[config.mk]
export PLATFORM = sky130hd
export DESIGN_NAME = priority_arbiter8
export DESIGN_NICKNAME = d
export VERILOG_FILES = /design/src/rtl/priority_arbiter8.sv
export SDC_FILE = /design/constraint.sdc
export NUM_CORES = 1
export LEC_CHECK = 0
export ABC_AREA = 0
export CAP_MARGIN = 20
export CORE_ASPECT_RATIO = 1.1
export CORE_MARGIN = 2
export CORE_UTILIZATION = 35
export CTS_BUF_LIST = sky130_fd_sc_hd__clkbuf_16
export DETAILED_ROUTE_END_ITERATION = 8
export GPL_TIMING_DRIVEN = 0
export PLACE_DENSITY_LB_ADDON = 0.08
export SYNTH_ARGS = -nofsm -noshare
export SYNTH_HDL_FRONTEND = slang
export SYNTH_SLANG_ARGS = --single-unit
export TNS_END_PERCENT = 100
[constraint.sdc]
create_clock -name clk -period 5.09 [get_ports clk]
set_input_delay 1.2725 -clock clk [delete_from_list [all_inputs] [get_ports clk]]
set_output_delay 1.2725 -clock clk [all_outputs]
set_load 0.05 [all_outputs]
[src/rtl/priority_arbiter8.sv]
// Eight-way arbiter with fixed or round-robin priority, a bounded grant length
// and a mandatory RELEASE cycle between grants; all outputs are registered.
module priority_arbiter8 #(
    parameter int MAX_HOLD = 8
) (
    input  logic       clk,
    input  logic       rst_n,
    input  logic [7:0] req,
    input  logic       rr_en,
    output logic [7:0] gnt,
    output logic [2:0] gnt_id,
    output logic       gnt_valid,
    output logic       hold_expired
);

    typedef enum logic [1:0] {IDLE, GRANT, RELEASE} state_t;

    localparam logic [3:0] HOLD_LIMIT = 4'(MAX_HOLD);

    state_t     state, next_state;
    logic [3:0] hold_cnt, next_hold_cnt;
    logic [2:0] last_id, next_last_id;
    logic [7:0] next_gnt;
    logic [2:0] next_gnt_id;
    logic       next_gnt_valid;
    logic       next_hold_expired;
    logic [2:0] winner;

    // Later loop hits overwrite earlier ones, so the loops run from lowest to highest priority.
    always_comb begin
        winner = 3'd0;
        if (rr_en) begin
            for (int k = 8; k >= 1; k--) begin
                if (req[3'(int'(last_id) - k)]) begin
                    winner = 3'(int'(last_id) - k);
                end
            end
        end else begin
            for (int i = 0; i < 8; i++) begin
                if (req[i]) begin
                    winner = 3'(i);
                end
            end
        end
    end

    always_ff @(posedge clk) begin
        if (!rst_n) begin
            state        <= IDLE;
            gnt          <= 8'h00;
            gnt_id       <= 3'd0;
            gnt_valid    <= 1'b0;
            hold_expired <= 1'b0;
            hold_cnt     <= 4'd0;
            last_id      <= 3'd0;
        end else begin
            state        <= next_state;
            gnt          <= next_gnt;
            gnt_id       <= next_gnt_id;
            gnt_valid    <= next_gnt_valid;
            hold_expired <= next_hold_expired;
            hold_cnt     <= next_hold_cnt;
            last_id      <= next_last_id;
        end
    end

    always_comb begin
        next_state = state;
        case (state)
            IDLE:    if (req != 8'h00) next_state = GRANT;
            GRANT:   if (!req[gnt_id] || hold_cnt == HOLD_LIMIT) next_state = RELEASE;
            RELEASE: next_state = IDLE;
            default: next_state = IDLE;
        endcase
    end

    // A GRANT exit with the request still high can only be the timeout, so the
    // request level doubles as the hold_expired flag and a drop always wins.
    always_comb begin
        next_gnt          = 8'h00;
        next_gnt_id       = last_id;
        next_gnt_valid    = 1'b0;
        next_hold_expired = 1'b0;
        next_hold_cnt     = 4'd0;
        next_last_id      = last_id;
        case (state)
            IDLE: begin
                if (req != 8'h00) begin
                    next_gnt       = 8'h01 << winner;
                    next_gnt_id    = winner;
                    next_gnt_valid = 1'b1;
                    next_last_id   = winner;
                    next_hold_cnt  = 4'd1;
                end
            end
            GRANT: begin
                if (next_state == GRANT) begin
                    next_gnt       = gnt;
                    next_gnt_id    = gnt_id;
                    next_gnt_valid = 1'b1;
                    next_hold_cnt  = hold_cnt + 4'd1;
                end else begin
                    next_hold_expired = req[gnt_id];
                end
            end
            default: ;
        endcase
    end

endmodule

==> run_results.csv <==
group,metric,value,unit
clock_tree,h-tree-depth,1,
die,dieArea,7146,sq um
setup_path,cp_slowest_cell,"a222oi_1",
setup_path,cp_cell_sequence,"clkdlybuf4s50_1 -> clkbuf_1 -> mux2_2 -> a222oi_1 -> o22ai_1 -> a22oi_1 -> a22oi_2 -> or2_2 -> o31ai_1",
finish,final_nets,268,
clock_tree,cts_root_buf,"clkbuf_16",
timing,setup_viol,0,
clock_tree,cts_resized,0,
clock_tree,cts_buffers,3,
outcome,status,"complete, no violations",
detailed_routing,drtPass1Iterations,4,
setup_path,crit_path_max_fanout,10,
timing,timing.fmax,0.2608,GHz
placement,pre_cts_slack,1.001,ns
yosys,ys_types,67,
detailed_routing,ant_nets,0,
placement,hpwl,4578,um
setup_path,critPathKind,"in -> reg",
yosys,synthFlopType,"dfxtp_1",
global_routing,grt_max_degree,13,
yosys,ys_seq_elements,22,
clock_tree,clkSinkCount,22,
die,io_pins,24,
setup_path,crit_buf_inv,2,
detailed_routing,wirelength,6132,um
power,ir_worst_vdd,305.4,uV
detailed_routing,drtIter0Drc,197,
finish,finish.instance_area,2679,sq um
setup_path,endpoint_kind,"register",
finish,ff_latch_area,440.4,sq um
global_routing,grt_pass1_wl,10250,um
detailed_routing,wl_met1,2704,um
detailed_routing,drc,0,
power,powerDensity,708.2,nW/um^2
clock_tree,clkSlewWorstSetupHoldPaths,0.05,ns
detailed_routing,wl_met3,270,um
clock_tree,cts_setup_buffers,0,
global_routing,overflow,0,
detailed_routing,wl_met2,3071,um
finish,post-route-util,0.4299,
placement,numPortBuffers,23,
min_path,hold_path_class,"reg -> reg",
detailed_routing,maxUsedRoutingLayer,"met4",
placement,gp_congestion,0.8056,
setup_path,crit_path_max_incr_delay,0.51,ns
finish,antenna_cells,0,
global_routing,first_global_vias,1973,
flow_run,cap_violations,0,
setup_path,crit_family,"compound AO/OA/AOI/OAI gates",
detailed_routing,post_drt_via_cell_ratio,5.777,
yosys,async_flop_share,0,
yosys,syn_nets,240,
clock_tree,clkLatencyLatePin,0.25,ns
timing,rsz0062_at_grt,"false",
timing,drv_slew,0,
detailed_routing,num_vias,1918,
setup_path,cp.required,5.26,ns
timing,fin_crit,3.834,ns
yosys,netlist_instances,225,
timing,tns,0,ns
placement,dpl_cell_area,2600,sq um
finish,drive_gt1_frac,0.2222,
clock_tree,hold_buffers,0,
yosys,ys_seq_area_frac,0.1940,
setup_path,start_kind,"primary input",
timing,skew,0.001412,ns
clock_tree,cts_max_path_buffers,2,
finish,areaGrowthSynthToFinish,18.03,%
power,p_leak,0.9514,nW
yosys,synth_area_per_cell,10.09,sq um
global_routing,track_usage,0.1866,
setup_path,critPathArrivalTime,4.00,ns
detailed_routing,wl_per_cell,18.47,um
timing,fin_ws,1.256,ns
yosys,syn_area,2270,sq um
global_routing,antenna_found_initial,0,
die,row_count,30,
die,die_w,80.78,um
timing,hold_viol_final,0,
yosys,synth_edf_count,0,
timing,worstMarginPinSlew,0.6075,ns
die,core,6231,sq um
finish,fillers,668,
yosys,yosys_warnings,0,
die,initial_core_util,0.3643,
die,dieHeight,88.46,um
timing,slew_headroom,0.5913,
timing,finalCritPeriodShare,0.7533,
finish,multi_input_area,1615,sq um
clock_tree,cts_tree,"done",
[cell families after synthesis]
group | synth area share
simple gates | 0.1301
compound gates | 0.2100
mux | 0.3148
buf+inv | 0.09426
flops | 0.1940
xor+xnor | 0.03474
fa+ha+maj | 0.02205
[synthesized netlist by cell type, types with 2 or more instances]
master | number | area, sq um
clkbuf_8 | 3 | 41.29
nor4_1 | 2 | 12.51
nand4_1 | 2 | 12.51
mux2_2 | 9 | 101.4
o21ai_0 | 8 | 40.04
inv_1 | 10 | 37.54
and3_1 | 2 | 12.51
nand2_1 | 16 | 60.06
o31ai_2 | 2 | 25.02
xor2_1 | 3 | 26.28
a211o_1 | 2 | 17.52
a32o_1 | 4 | 40.04
dfxtp_1 | 22 | 440.4
a211oi_1 | 2 | 15.01
o21a_1 | 3 | 22.52
mux2i_1 | 8 | 80.08
nor2b_1 | 7 | 43.79
a31oi_1 | 2 | 12.51
nor2_1 | 19 | 71.32
mux4_2 | 14 | 315.3
a21oi_1 | 6 | 30.03
ha_1 | 4 | 50.05
buf_6 | 2 | 22.52
and2_1 | 2 | 12.51
mux2i_4 | 2 | 45.04
mux4_1 | 6 | 157.7
a221o_2 | 3 | 33.78
o211ai_1 | 3 | 22.52
buf_2 | 3 | 15.01
o31ai_1 | 2 | 15.01
nand3_1 | 3 | 15.01
nor3_1 | 3 | 15.01
a22oi_1 | 4 | 30.03
clkbuf_1 | 9 | 33.78
[sequential cells by signal (all words and copies together), names as in the netlist]
register / flops
hold_cnt: 4
gnt_valid: 1
state: 2
hold_expired: 1
last_id: 3
gnt: 8
gnt_id: 3
[stage by stage]
step                      hold slack, ns  cells  power, W
after floorplan                   0.4789    225  0.001421
after global placement            0.4442    328  0.001746
after detailed placement          0.4427    328  0.001738
after CTS                         0.4541    332  0.001908
after global routing              0.4955    332  0.002030
final                             0.4495    332  0.001897
[layer usage]
layer | vias up | track usage
met3 | 8 | 0.01837
met5 | - | 0
li1 | 927 | -
met4 | 0 | 0.05085
met2 | 51 | 0.3265
met1 | 932 | 0.2470
[layout make-up]
cell class              instances  area share
plain buffers                  22     0.06446
clock buffers                   3     0.02802
clock inverters                 1    0.001401
inverters                      11     0.01541
multi-input cells             170      0.6030
flip-flops and latches         22      0.1644
well taps                      80     0.03737
repair buffers                 23     0.08594
[worst reg2reg max path: cells and delay by family (launching register included)]
family	cells	cell delay [ns]
fa+ha+maj	1	0.40
simple gates	1	0.05
buf+inv	5	1.19
flops	1	0.35
compound gates	4	1.09
mux	1	0.27
[cells in the final DEF, fill, tap and decap left out, drive strengths merged, types with 3 or more instances in the layout]
cell type | netlist | layout
mux2i | 10 | 10
o21a | 3 | 3
a22oi | 5 | 5
buf | 8 | 8
nor2b | 7 | 7
ha | 4 | 4
mux2 | 10 | 10
nand3 | 3 | 3
dfxtp | 22 | 22
a32o | 4 | 4
xor2 | 4 | 4
mux4 | 20 | 20
inv | 10 | 10
clkdlybuf4s50 | 0 | 23
nand2 | 17 | 17
a21oi | 7 | 7
nor3 | 3 | 3
o21ai | 8 | 8
o31ai | 4 | 4
nor2 | 19 | 19
o211ai | 4 | 4
clkbuf | 12 | 15
a221o | 3 | 3
[power by group]
part	internal [W]	switching (W)
registers	0.000219	0.0000313
logic	0.000661	0.000823
clock network	0.000105	0.0000585
total	0.000984	0.000913
[path summary, 6_finish.rpt]
kind                         endpoint  cells past startpoint                     from  slack [ns]
setup / recovery  gnt[6]$_SDFFE_PN0P_                      9                   req[2]        1.26
hold reg to reg   gnt[6]$_SDFFE_PN0P_                      2      gnt[6]$_SDFFE_PN0P_        0.45
setup reg to reg  gnt[4]$_SDFFE_PN0P_                     12  last_id[0]$_SDFFE_PN0P_        1.62
hold / removal    gnt[6]$_SDFFE_PN0P_                      2      gnt[6]$_SDFFE_PN0P_        0.45
(Power assumes the default switching activity.)
==> variant 1, RTL diff (same flow settings) <==
The output `hold_expired` loses its register stage (`hold_expired` becomes a continuous assignment).
--- a/src/rtl/priority_arbiter8.sv
+++ b/src/rtl/priority_arbiter8.sv
@@ -50,7 +50,6 @@
             gnt          <= 8'h00;
             gnt_id       <= 3'd0;
             gnt_valid    <= 1'b0;
-            hold_expired <= 1'b0;
             hold_cnt     <= 4'd0;
             last_id      <= 3'd0;
         end else begin
@@ -58,11 +57,12 @@
             gnt          <= next_gnt;
             gnt_id       <= next_gnt_id;
             gnt_valid    <= next_gnt_valid;
-            hold_expired <= next_hold_expired;
             hold_cnt     <= next_hold_cnt;
             last_id      <= next_last_id;
         end
     end
+
+    assign hold_expired = next_hold_expired;
 
     always_comb begin
         next_state = state;
Behaviour: not the same (a bounded check fails within 4 cycles, from zero or initial values and one cycle with rst_n low).
==> variant 1 against the unedited design <==
- count of clock-buffer cells in the layout unchanged
- clock skew grew 0.0015 ns
- sequential share of layout area increased by 1.0 points
- total power decreased by 12%
- area after synthesis down 12%
- combinational power fell by 16%
- largest cell class unchanged
- via count is 2.0% lower
- setup slack got worse by 1.1 ns
- first-iteration DRC count shrank 22%
- final area is 10% lower
- highest routed layer unchanged
- cell count is 1.2% lower
- routed wire length fell by 8.4%
- sequential cell count fell by 1
==> variant 1: results (changes against the unedited design) <==
Parameter                              Value

Drt
  Violation count after the first detailed-routing iteration    154 (-22%)
  Routed wirelength normalized by instance count    17.12 um (-7.3%)
  Aggregate routed wire length    5614 um (-8.4%)
  Routed via count    1880 (-2.0%)
  Drt pass-1 iters    4 (unchanged)

Clock network
  CTS H-tree depth    1 (unchanged)
  Buffer levels on the longest clock path    2 (unchanged)
  Clock buffer count from CTS    3 (unchanged)
  Number of gates given a new drive strength after cts    0 (unchanged)
  Setup Fix Bufs, Post-CTS    0 (unchanged)
  Clk slew on worst S/H paths    approximately 0.06 ns
  Source-to-sink clock delay at the later pin of the worst-skew pair    0.25 ns (about the same)
  Buffer cell driving the clock tree root    clkbuf_16

Finish
  Total inserted antenna cells    0 (unchanged)
  Largest regs    gnt x8, hold_cnt x4
  Number of nets in the layout    269 (+0.37%)
  Filler cell count    558 (-16%)
  Fraction of layout cells with a size suffix above 1    0.1423 (-0.07993)

Pwr
  P_leak    0.8382 nW (-12%)
  Sw frac    0.4957 (+0.01449)
  Worst supply voltage drop on vdd    0.2989 mV (-2.1%)

Placed design
  Detailed placement HPWL    4182 um (-8.6%)
  Port bufs    23 (unchanged)
  Post-Place Setup Slack    0.1738 ns (-0.8271 ns)
  Placer Congestion    0.8125 (+0.86%)
  Number of cells after detailed placement    324 (-1.2%)

STA
  Relative slew slack    0.6323 (+0.04107)
  Layout Skew    0.002916 ns (+0.001504 ns)
  Hold Violations, Final    0 (unchanged)

GRT
  Initial antenna violation count    0 (unchanged)
  Global-route wire length before repair    9308 um (-9.2%)
  Number of global-route vias before repair    1830 (-7.2%)
  Maximum number of pins on one net before global-route repair    12 (-1)
  All-Layer GR Usage    0.1791 (-0.007588)

Synthesis
  Top cells by area, synth    dfxtp_1, mux4_2, mux2i_1
  Most frequently used flop master after synthesis    dfxtp_1
  Post-synth top cells    dfxtp_1, nand2_1, nor2_1, mux4_2, clkbuf_1
  Syn_nets    241 (+0.42%)
  Proportion of synthesized chip area in sequential cells    0.2093 (+0.01530)
  Warnings, synthesis    0 (unchanged)
  Post-synthesis cell type count    52 (-22%)
  Avg Synthesized Cell Area    8.886 sq um (-12%)
  Synth async-reset ratio    0 (unchanged)

Setup path
  Arrival time of the worst setup path    3.67 ns (-0.33 ns)
  Crit path max-delay family    buffers and inverters
  Critical path's largest stage delay    0.83 ns (+0.32 ns)
  Worst-path maximum fanout    10 (unchanged)
  Master of the slowest instance on the critical path    clkdlybuf4s50_1

Outcome
  Result of the run    completed

Worst hold path
  Worst min path class    reg -> reg
## variant 1: cell types whose count changed in the layout (fill, tap and decap cells not counted), moves of 4 or more
cell      before  now
mux2_2         9    3
or3_1          0    4
a221oi_1       1    7
clkbuf_1       9   13
mux4_1         6    0
a22oi_1        4    0
nor2b_1        7    3
a21oi_1        6   12
## variant 1: per-stage QoR
stage	instance area, sq um	util
floorplan	2008	-
global placement	2332	0.4267
CTS	2411	0.4412
finish	2411	0.4412
detailed placement	2332	0.4267
global route	2411	0.4412
## variant 1: tightest hold or removal path, cell delays in order (launching register included)
cell     delay, ns
dfxtp_1       0.32
nand2_1       0.05
o31ai_1       0.05
## variant 1: logic make-up (layout without fill, tap and decap cells)
family,count (synthesis),in the layout,share of synthesized area
fa+ha+maj,4,4,0.02492
compound gates,60,60,0.2312
xor+xnor,6,6,0.02617
mux,33,33,0.2592
flops,21,21,0.2093
buf+inv,31,58,0.06729
simple gates,71,71,0.1819
## variant 1: path summary, 6_finish.rpt
| path | start | endpoint | slack [ns] | cells past startpoint |
|---|---|---|---|---|
| min | gnt[1] | gnt[1] | 0.45 | 2 |
| max reg2reg | last_id[1] | gnt[0] | 1.05 | 13 |
| min reg2reg | gnt[1] | gnt[1] | 0.45 | 2 |
| max | req[2] | hold_expired | 0.15 | 6 |
## variant 1: area by class of cell
type,count,area (sq um),area share
Inverter,10,37.54,0.01557
Buffer,21,97.59,0.04048
Timing Repair Buffer,23,230.2,0.09549
Clock buffer,3,75.07,0.03114
Multi-Input combinational cell,174,1453,0.6025
Clock inverter,1,3.754,0.001557
Sequential cell,21,420.4,0.1744
Tap cell,75,93.84,0.03892
## variant 1: power groups by stage
stage / Combinational [mW] / Sequential (mW) / Clock, mW
final: 1.25 / 0.252 / 0.162
after global routing: 1.36 / 0.257 / 0.172
after CTS: 1.25 / 0.252 / 0.166
after detailed placement: 1.24 / 0.255 / 0
after global placement: 1.25 / 0.255 / 0
after floorplan: 0.875 / 0.347 / 0
## variant 1: metal layers
metal,track usage,part of all wire,vias up
met5,0,0,-
met1,0.2431,0.46,916
met2,0.3081,0.49,48
met3,0.01196,0.046,4
li1,-,-,912
met4,0.04628,0.0084,0
==> variant 2, RTL diff (same flow settings) <==
Without the edit above. Set the parameter `MAX_HOLD` to 6 (it was 8).
--- a/src/rtl/priority_arbiter8.sv
+++ b/src/rtl/priority_arbiter8.sv
@@ -1,7 +1,7 @@
 // Eight-way arbiter with fixed or round-robin priority, a bounded grant length
 // and a mandatory RELEASE cycle between grants; all outputs are registered.
 module priority_arbiter8 #(
-    parameter int MAX_HOLD = 8
+    parameter int MAX_HOLD = 6
 ) (
     input  logic       clk,
     input  logic       rst_n,
Function: changed (Yosys sat finds a counterexample within 10 cycles, from zero or initial values and one cycle with rst_n low).
==> variant 2 against the unedited design <==
- maximum frequency fell by 4.1%
- highest routed layer unchanged
- hold slack improved by 0.026 ns
- sequential cell count did not move
- clock skew rose by 0.0014 ns
- final area fell by 6.9%
- setup slack got worse by 0.16 ns
- area after synthesis fell by 6.9%
- die area fell by 6.6%
- non-clock buffer count fell by 2
- routed wire length fell by 1.9%
- total power fell by 6.2%
- via count rose by 1.4%
==> variant 2: results (changes against the unedited design) <==
Parameter                              Value

Drt
  Drt pass-1 iters    5 (+1)
  Violation count after the first detailed-routing iteration    202 (+2.5%)
  Vias/cell    6.059 (+4.9%)
  Routed via count    1945 (+1.4%)
  Routed wirelength normalized by instance count    18.74 um (+1.5%)

Setup path
  Critical path's largest stage delay    0.51 ns (about the same)
  Crit path max-delay family    compound AO/OA/AOI/OAI gates
  Worst-path maximum fanout    10 (unchanged)
  Master of the slowest instance on the critical path    mux4_2
  Arrival time of the worst setup path    4.15 ns (+0.15 ns)

Clock network
  Source-to-sink clock delay at the later pin of the worst-skew pair    0.25 ns (about the same)
  Setup Fix Bufs, Post-CTS    0 (unchanged)
  Buffer cell driving the clock tree root    clkbuf_16
  Number of gates given a new drive strength after cts    0 (unchanged)
  Clk slew on worst S/H paths    0.06 ns
  Buffer levels on the longest clock path    2 (unchanged)
  Clock buffer count from CTS    3 (unchanged)
  CTS H-tree depth    1 (unchanged)

Pwr
  Worst supply voltage drop on vdd    0.3729 mV (+22%)
  P_leak    0.9079 nW (-4.6%)

Placed design
  Number of cells after detailed placement    318 (-3.0%)
  Port bufs    21 (-8.7%)
  Detailed placement HPWL    4437 um (-3.1%)
  Placed Area    0.002420 sq mm (-6.9%)
  Placer Congestion    0.8437 (+4.7%)

Finish
  Filler cell count    583 (-13%)
  Number of nets in the layout    261 (-2.6%)
  Total inserted antenna cells    0 (unchanged)
  Fraction of layout cells with a size suffix above 1    0.2254 (+0.003188)
  Largest regs    gnt x8, hold_cnt x4

Synthesis
  Post-synth top cells    dfxtp_1, mux4_2, nand2_1, nor2_1, clkbuf_1
  Avg Synthesized Cell Area    9.606 sq um (-4.8%)
  Synth async-reset ratio    0 (unchanged)
  Syn_nets    235 (-2.1%)
  Warnings, synthesis    0 (unchanged)
  Post-synthesis cell type count    60 (-10%)
  Top cells by area, synth    dfxtp_1, mux4_2, mux2_2
  Proportion of synthesized chip area in sequential cells    0.2084 (+0.01436)

STA
  Hold Violations, Final    0 (unchanged)
  Layout Skew    0.002862 ns (+0.001450 ns)
  Slew of the pin with the lowest slew margin    0.6412 ns (+0.03375 ns)

Outcome
  Result of the run    completed

GRT
  Number of global-route vias before repair    2000 (+1.4%)
  M3 GR Usage    0.01368 (-0.004683)
  Global-route wire length before repair    10190 um (-0.60%)
  Met1 track demand over resource    0.2561 (+0.009169)
  All-Layer GR Usage    0.1898 (+0.003114)
  Maximum number of pins on one net before global-route repair    12 (-1)
  Global Route met2 Usage    0.3166 (-0.009901)
  Initial antenna violation count    0 (unchanged)

Worst hold path
  Worst min path class    reg -> reg
[variant 2: per-layer routing]
metal	vias to the layer above	wire (um)
met5	-	0
li1	895	-
met2	108	2845
met3	16	370
met4	0	197
met1	926	2602
[variant 2: path summary, 6_finish.rpt]
check / endpoint / from / slack [ns] / cells past startpoint
hold reg to reg: gnt[5] / gnt[5] / 0.48 / 1
setup reg to reg: gnt[0] / last_id[1] / 1.31 / 12
setup / recovery: gnt_id[1] / req[7] / 1.09 / 9
hold / removal: gnt[5] / gnt[5] / 0.48 / 1
[variant 2: metrics by stage]
step	setup slack, ns	total power [mW]
floorplan	1.782	1.312
CTS	1.143	1.774
global placement	0.8649	1.616
finish	1.092	1.780
global route	0.9471	1.903
detailed placement	0.9004	1.606
[variant 2: final cells by class]
class                      instances  area [sq um]  share of cell area
multi-input combinational        168          1531              0.6138
buffer                            22         111.4             0.04463
sequential                        22         440.4              0.1765
tap                               77         96.34             0.03862
inverter                           8         30.03             0.01204
clock buffer                       3         75.07             0.03009
timing repair buffer              21         210.2             0.08425
[variant 2: logic make-up (layout without fill, tap and decap cells)]
family          count (synthesis)  count (layout)  synth area share
fa+ha+maj                       4               4           0.02368
buf+inv                        30              54           0.06690
mux                            41              41            0.3132
flops                          22              22            0.2084
xor+xnor                        7               7           0.03257
simple gates                   65              65            0.1640
compound gates                 51              51            0.1912
[variant 2: where the power goes]
group	leakage, nW	switching, mW	internal, mW
Clock	0.0370	0.0571	0.104
Combinational	0.690	0.759	0.608
Sequential	0.181	0.0320	0.221
Total	0.908	0.848	0.932
